**config.mk**
```make
export PLATFORM = sky130hd
export DESIGN_NAME = bc_ctrl_fsm
export DESIGN_NICKNAME = d
export VERILOG_FILES = /design/src/rtl/bc_pkg.sv /design/src/rtl/bc_seq_cnt.sv /design/src/rtl/bc_ctrl_fsm.sv
export SDC_FILE = /design/constraint.sdc
export NUM_CORES = 1
export LEC_CHECK = 0
export CAP_MARGIN = 20
export CORE_MARGIN = 4
export CORE_UTILIZATION = 44
export CTS_CLUSTER_SIZE = 12
export DETAILED_ROUTE_END_ITERATION = 7
export PLACE_DENSITY = 0.85
export SLEW_MARGIN = 10
export SYNTH_ARGS = -nofsm -noshare
export SYNTH_HDL_FRONTEND = slang
export SYNTH_SLANG_ARGS = --single-unit
```
**constraint.sdc**
```tcl
create_clock -name clk -period 6.6 [get_ports clk]
set_input_delay 1.98 -clock clk [delete_from_list [all_inputs] [get_ports clk]]
set_output_delay 1.98 -clock clk [all_outputs]
set_load 0.02 [all_outputs]
```
**src/rtl/bc_pkg.sv**
```systemverilog
// Shared codes for the basic-computer control unit:
// bus source select, ALU op codes, ctrl strobe bit indices.
package bc_pkg;

  typedef enum logic [2:0] {
    BUS_NONE = 3'b000,
    BUS_PC   = 3'b001,
    BUS_DR   = 3'b010,
    BUS_AC   = 3'b011,
    BUS_IR   = 3'b100,
    BUS_TR   = 3'b101,
    BUS_MEM  = 3'b110,
    BUS_AR   = 3'b111
  } bus_sel_e;

  typedef enum logic [2:0] {
    ALU_AND  = 3'b000,
    ALU_ADD  = 3'b001,
    ALU_PDR  = 3'b010,
    ALU_CMA  = 3'b011,
    ALU_CIL  = 3'b100,
    ALU_CIR  = 3'b101,
    ALU_HOLD = 3'b111
  } alu_op_e;

  localparam int CTRL_W = 16;

  localparam int LD_AR  = 0;
  localparam int INR_AR = 1;
  localparam int CLR_AR = 2;
  localparam int LD_PC  = 3;
  localparam int INR_PC = 4;
  localparam int CLR_PC = 5;
  localparam int LD_DR  = 6;
  localparam int INR_DR = 7;
  localparam int LD_AC  = 8;
  localparam int INR_AC = 9;
  localparam int CLR_AC = 10;
  localparam int LD_IR  = 11;
  localparam int LD_TR  = 12;
  localparam int MEM_WR = 13;
  localparam int CLR_E  = 14;
  localparam int CMP_E  = 15;

  localparam logic [2:0] OP_AND = 3'd0;
  localparam logic [2:0] OP_ADD = 3'd1;
  localparam logic [2:0] OP_LDA = 3'd2;
  localparam logic [2:0] OP_STA = 3'd3;
  localparam logic [2:0] OP_BUN = 3'd4;
  localparam logic [2:0] OP_BSA = 3'd5;
  localparam logic [2:0] OP_ISZ = 3'd6;
  localparam logic [2:0] OP_REG = 3'd7;

  // One-hot of the highest set bit; register-reference
  // instructions honour only their top operation bit.
  function automatic logic [11:0] msb_onehot(
    input logic [11:0] v
  );
    logic [11:0] r;
    r = '0;
    for (int b = 0; b < 12; b++)
      if (v[b]) r = 12'(1) << b;
    return r;
  endfunction

endpackage

```
**src/rtl/bc_seq_cnt.sv**
```systemverilog
// 4-bit sequence counter. clr beats inr; hold freezes.
// Ports: clk, rst (async high), clr, inr, hold -> sc.
module bc_seq_cnt (
  input  logic       clk,
  input  logic       rst,
  input  logic       clr,
  input  logic       inr,
  input  logic       hold,
  output logic [3:0] sc
);

  logic [3:0] sc_q, sc_d;

  always_comb begin
    sc_d = sc_q;
    if (clr)
      sc_d = '0;
    else if (inr && !hold)
      sc_d = sc_q + 4'd1;
  end

  always_ff @(posedge clk or posedge rst) begin
    if (rst) sc_q <= '0;
    else     sc_q <= sc_d;
  end

  assign sc = sc_q;

endmodule

```
**src/rtl/bc_ctrl_fsm.sv**
```systemverilog
// Basic-computer hardwired control: decodes sc/IR/flags
// into bus select, register strobes and ALU op.
// Ports: clk, rst, IR, N, Z, E, DR_Z, int_req, fgi in;
// BUS_SEL, ctrl, alu_op, sc, halt, ien out.
module bc_ctrl_fsm
  import bc_pkg::*;
#(
  parameter int WIDTH  = 16,
  parameter bit INT_EN = 1'b1
) (
  input  logic              clk,
  input  logic              rst,
  input  logic [WIDTH-1:0]  IR,
  input  logic              N,
  input  logic              Z,
  input  logic              E,
  input  logic              DR_Z,
  input  logic              int_req,
  input  logic              fgi,
  output logic [2:0]        BUS_SEL,
  output logic [CTRL_W-1:0] ctrl,
  output logic [2:0]        alu_op,
  output logic [3:0]        sc,
  output logic              halt,
  output logic              ien
);

  logic [2:0]        opc;
  logic [11:0]       rr;
  logic              i_q, i_d;
  logic              r_q, r_d;
  logic              ien_q, ien_d;
  logic              halt_q, halt_d;
  logic              sc_clr;
  bus_sel_e          bus;
  alu_op_e           alu;
  logic [CTRL_W-1:0] ctl;

  assign opc = IR[WIDTH-2:WIDTH-4];
  assign rr  = msb_onehot(IR[11:0]);

  bc_seq_cnt u_seq (
    .clk  (clk),
    .rst  (rst),
    .clr  (sc_clr),
    .inr  (1'b1),
    .hold (halt_q),
    .sc   (sc)
  );

  always_comb begin
    bus    = BUS_NONE;
    alu    = ALU_HOLD;
    ctl    = '0;
    sc_clr = 1'b0;
    i_d    = i_q;
    r_d    = r_q;
    ien_d  = ien_q;
    halt_d = halt_q;

    // Interrupt request is only latched outside T0-T2.
    if (INT_EN && sc > 4'd2 && ien_q && int_req)
      r_d = 1'b1;

    if (!rst && !halt_q) begin
      if (sc <= 4'd2) begin
        if (r_q) begin
          case (sc)
            4'd0: begin
              bus         = BUS_PC;
              ctl[CLR_AR] = 1'b1;
              ctl[LD_TR]  = 1'b1;
            end
            4'd1: begin
              bus         = BUS_TR;
              ctl[MEM_WR] = 1'b1;
              ctl[CLR_PC] = 1'b1;
            end
            default: begin
              ctl[INR_PC] = 1'b1;
              ien_d       = 1'b0;
              r_d         = 1'b0;
              sc_clr      = 1'b1;
            end
          endcase
        end else begin
          case (sc)
            4'd0: begin
              bus        = BUS_PC;
              ctl[LD_AR] = 1'b1;
            end
            4'd1: begin
              bus         = BUS_MEM;
              ctl[LD_IR]  = 1'b1;
              ctl[INR_PC] = 1'b1;
            end
            default: begin
              bus        = BUS_IR;
              ctl[LD_AR] = 1'b1;
              i_d        = IR[WIDTH-1];
            end
          endcase
        end
      end else begin
        case (sc)
          4'd3: begin
            if (opc == OP_REG) begin
              sc_clr = 1'b1;
              if (!i_q) begin
                unique case (1'b1)
                  rr[11]: ctl[CLR_AC] = 1'b1;
                  rr[10]: ctl[CLR_E]  = 1'b1;
                  rr[9]: begin
                    ctl[LD_AC] = 1'b1;
                    alu        = ALU_CMA;
                  end
                  rr[8]: ctl[CMP_E] = 1'b1;
                  rr[7]: begin
                    ctl[LD_AC] = 1'b1;
                    alu        = ALU_CIR;
                  end
                  rr[6]: begin
                    ctl[LD_AC] = 1'b1;
                    alu        = ALU_CIL;
                  end
                  rr[5]: ctl[INR_AC] = 1'b1;
                  rr[4]: ctl[INR_PC] = !N;
                  rr[3]: ctl[INR_PC] = N;
                  rr[2]: ctl[INR_PC] = Z;
                  rr[1]: ctl[INR_PC] = !E;
                  rr[0]: halt_d = 1'b1;
                  default: ;
                endcase
              end else if (INT_EN) begin
                ctl[INR_PC] = IR[9] && fgi;
                if (IR[7]) ien_d = 1'b1;
                if (IR[6]) ien_d = 1'b0;
              end
            end else if (i_q) begin
              bus        = BUS_MEM;
              ctl[LD_AR] = 1'b1;
            end
          end
          4'd4: begin
            case (opc)
              OP_AND, OP_ADD, OP_LDA, OP_ISZ: begin
                bus        = BUS_MEM;
                ctl[LD_DR] = 1'b1;
              end
              OP_STA: begin
                bus         = BUS_AC;
                ctl[MEM_WR] = 1'b1;
                sc_clr      = 1'b1;
              end
              OP_BUN: begin
                bus        = BUS_AR;
                ctl[LD_PC] = 1'b1;
                sc_clr     = 1'b1;
              end
              OP_BSA: begin
                bus         = BUS_PC;
                ctl[MEM_WR] = 1'b1;
                ctl[INR_AR] = 1'b1;
              end
              default: ;
            endcase
          end
          4'd5: begin
            case (opc)
              OP_AND, OP_ADD, OP_LDA: begin
                ctl[LD_AC] = 1'b1;
                alu        = alu_op_e'(opc);
                sc_clr     = 1'b1;
              end
              OP_BSA: begin
                bus        = BUS_AR;
                ctl[LD_PC] = 1'b1;
                sc_clr     = 1'b1;
              end
              OP_ISZ: ctl[INR_DR] = 1'b1;
              default: ;
            endcase
          end
          4'd6: begin
            if (opc == OP_ISZ) begin
              bus         = BUS_DR;
              ctl[MEM_WR] = 1'b1;
              ctl[INR_PC] = DR_Z;
              sc_clr      = 1'b1;
            end
          end
          default: ;
        endcase
      end
    end
  end

  always_ff @(posedge clk or posedge rst) begin
    if (rst) begin
      i_q    <= 1'b0;
      r_q    <= 1'b0;
      ien_q  <= 1'b0;
      halt_q <= 1'b0;
    end else begin
      i_q    <= i_d;
      r_q    <= r_d;
      ien_q  <= ien_d;
      halt_q <= halt_d;
    end
  end

  assign BUS_SEL = bus;
  assign ctrl    = ctl;
  assign alu_op  = alu;
  assign halt    = halt_q;
  assign ien     = ien_q;

endmodule

```
==> results.toml, run 1 <==
[routing]
drt-initial-drc-count = 80
drc = 0
avgRoutedWirePerCell_um = 16.4
dr.pass1.iters = 5
vias = 1392
wl_um = 3800
ant_nets = 0
vias_per_cell = 6.00

[synthesis]
synth_top_area_share_pct = 18.3
synth_xor_xnor_area_share_pct = 3.20
yosysMostFrequentCell = "nor2_1"
synth_edf_count = 0
netlist_instances = 157
ys_top_cells_by_count = "25 x nor2_1, 15 x nand2_1, 10 x nand3_1"
syn_nets = 185
ys_seq_area_share_pct = 18.3
synth.area.mux_share_pct = 1.94
synth_compound_area_share_pct = 22.6
ys_seq_elements = 8
synth_flop_cell = "dfrtp_1"
netlist.top_cell.by_area = "dfrtp_1"
synth_cell_type_count = 49
syn_avg_cell_area_sq_um = 6.98
yosys.area_share.simple_pct = 42.6
synth_area_sq_um = 1100
async_flop_share_pct = 100
yosys.area_share.adder_pct = 4.57
yosys_warnings = 0
synth_top_family_by_area = "simple AND/OR/NAND/NOR gates"
synthTopCellsByArea = "dfrtp_1 18%, nor2_1 8.6%, nand2_1 5.1%"

[sta]
rsz0062_at_grt = "no"
tightest_slew_ns = 0.652
skew_ns = 0.00772
tns_ns = 0
max_freq_mhz = 158
finalSetupViolations = 0
worst_slack_ns = 0.256
final.min_clock_period_ns = 6.34
report.final.slew_viol_count = 0
hold_ws_ns = 0.603
fin_crit_sh_pct = 96.1
hold_viol = 0
relSlewSlack_pct = 56.2

[floorplan]
io_pins = 52
coreArea_sq_um = 2300
die_w_um = 57.9
std_cell_rows = 17
start_util_pct = 47.7
dieHeight_um = 57.9
dieArea_sq_um = 3350

[placed_design]
io_buffers = 51
dpl_worst_slack_ns = 0.286
dpl.hpwl_um = 3070
globalplace.congestion = 0.895

[grt]
overflow = 0
grt_max_degree = 11
grt_antenna_before_repair = 0
grt_pass1_vias = 1287
grtUsageTotal_pct = 22.4
grt_pass1_wl_um = 6000

[worst_setup_path]
reg2reg_setup_slack_ns = 4.52
crit_family = "simple AND/OR/NAND/NOR gates"
worstSetupStartpointType = "input port"
crit_path_frequent_cell = "clkdlybuf4s50_1"
timing.rr.start = "u_seq.sc[0]$_DFFE_PP0P_"
r2r-end = "u_seq.sc[0]$_DFFE_PP0P_"
worstPathMaxFanout = 4
cpMaxStageDelayCell = "or4_1"
end_kind = "primary output"
critPathLaunch = "IR[11]"
worst-setup-path-type = "input port to primary output"
critPathBufInv = 2
crit_path_cell_trace = "clkdlybuf4s50_1 -> or4_1 -> nor4_1 -> nand3_1 -> a21oi_1 -> clkdlybuf4s50_1"
slowest_delay_ns = 0.67
cp.required_ns = 4.62
cp.arrival_ns = 4.36
reg2reg_depth = 6

[pwr]
ir_drop_mv = 0.297
power_switching_mw = 0.271
p_int_mw = 0.237
combPwrFrac_pct = 72.2
clock_power_share_pct = 7.1
pwr-share-seq_pct = 20.7
p_leak_nw = 0.621
power_density_nw_per_um2 = 311
sw_frac_of_total_pct = 53.4

[clocking]
h-tree-depth = 1
cts.path.max_buffers = 2
cts-buffers-inserted = 3
clk_pin_slew_ns = 0.05
post_cts_resized = 0
cts.sinks = 8
clock_latency_ns = 0.25
postCtsHoldBufs = 0
post_cts_buffers = 0
cts_tree = "built"
cts_root_buffer = "clkbuf_4"

[worst_hold_path]
holdPathEnd = "ien$_DFFE_PP0P_"
holdPathStages = 2
hp-start = "ien$_DFFE_PP0P_"
hp-class = "flip-flop to flip-flop"

[layout]
nNetsFinal = 234
fillers = 204
fin_util_pct = 71.0
drive_above_1_share_pct = 7.35
syn_to_final_growth_pct = 48.7
antenna_cells = 0

[job]
maxCapViolCount = 0

[outcome]
status = "complete, no violations"
cell families (layout without fill, tap and decap cells):
logic type,Yosys count,after routing
AO/OA/AOI/OAI,37,37
XOR/XNOR,4,4
adder cells (fa/ha/maj),4,4
buffers and inverters,15,62
flip-flops,8,8
multiplexers,2,2
AND/OR/NAND/NOR,87,87
metal layers:
| metal | routed length [um] | track usage [%] |
|---|---|---|
| met1 | 1550 | 28.7 |
| met2 | 1870 | 38.2 |
| met3 | 296 | 2.45 |
| met4 | 74 | 8.94 |
| met5 | 0 | 0 |
tightest hold or removal path, delay by kind of cell, from the launching register on:
| kind | cells | cell delay [ns] |
|---|---|---|
| flops | 1 | 0.40 |
| compound gates | 2 | 0.15 |
power groups by stage:
stage               sequential, mW  combinational [mW]  clock, mW
floorplan                    0.111               0.231          0
global placement             0.102               0.355          0
detailed placement           0.104               0.362          0
CTS                          0.104               0.364     0.0378
global route                 0.108               0.394     0.0413
finish                       0.105               0.367     0.0359
through the flow:
step                cell area, sq um  total power [mW]  cells
finish                          1630             0.508    232
global route                    1630             0.544    232
CTS                             1630             0.505    232
detailed placement              1610             0.466    229
global placement                1610             0.457    229
floorplan                       1100             0.342    157
cell usage in the layout (no fill, tap or decap), types with 2 or more instances in the layout:
cell and count:
nand4_1 2, a21oi_1 6, nor3_1 9, buf_4 3
o21ai_0 5, ha_1 4, and2_1 2, clkdlybuf4s50_1 51
o22ai_1 3, o21ai_1 2, nand2b_1 4, nor2b_1 4
nand3_1 10, a31oi_1 8, nor2_1 25, nand2_1 15
dfrtp_1 8, xor2_1 2, inv_1 5, nor3b_1 2
clkbuf_4 3, xnor2_1 2, nor4_1 2, a21o_1 2
cell type report:
type	count	area (sq um)	share of cell area (%)
tap	28	35.0	2.15
inverter	5	18.8	1.15
multi-input combinational	134	821	50.3
timing repair buffer	54	533	32.7
clock buffer	3	22.5	1.38
sequential	8	200	12.3
state kept, by name (all words and copies together), names as in the netlist:
register and count:
ien 1, halt 1, i_q 1, u_seq.sc 4
r_q 1
how the worst max path moves through the flow:
stage	endpoint	cells past startpoint
2_1_floorplan	ctrl[8]	7
3_3_place_gp	ctrl[4]	6
3_5_place_dp	ctrl[4]	6
4_1_cts	ctrl[4]	6
5_1_grt	ctrl[4]	6
6_report	ctrl[4]	6
Note: power is estimated with default switching activity, not from simulation.
==> run 2, diff against run 1 <==
- GPL_TIMING_DRIVEN: default -> 1
==> results of run 2 <==
The final DEF is identical to that of run 1; final timing and power are the same.
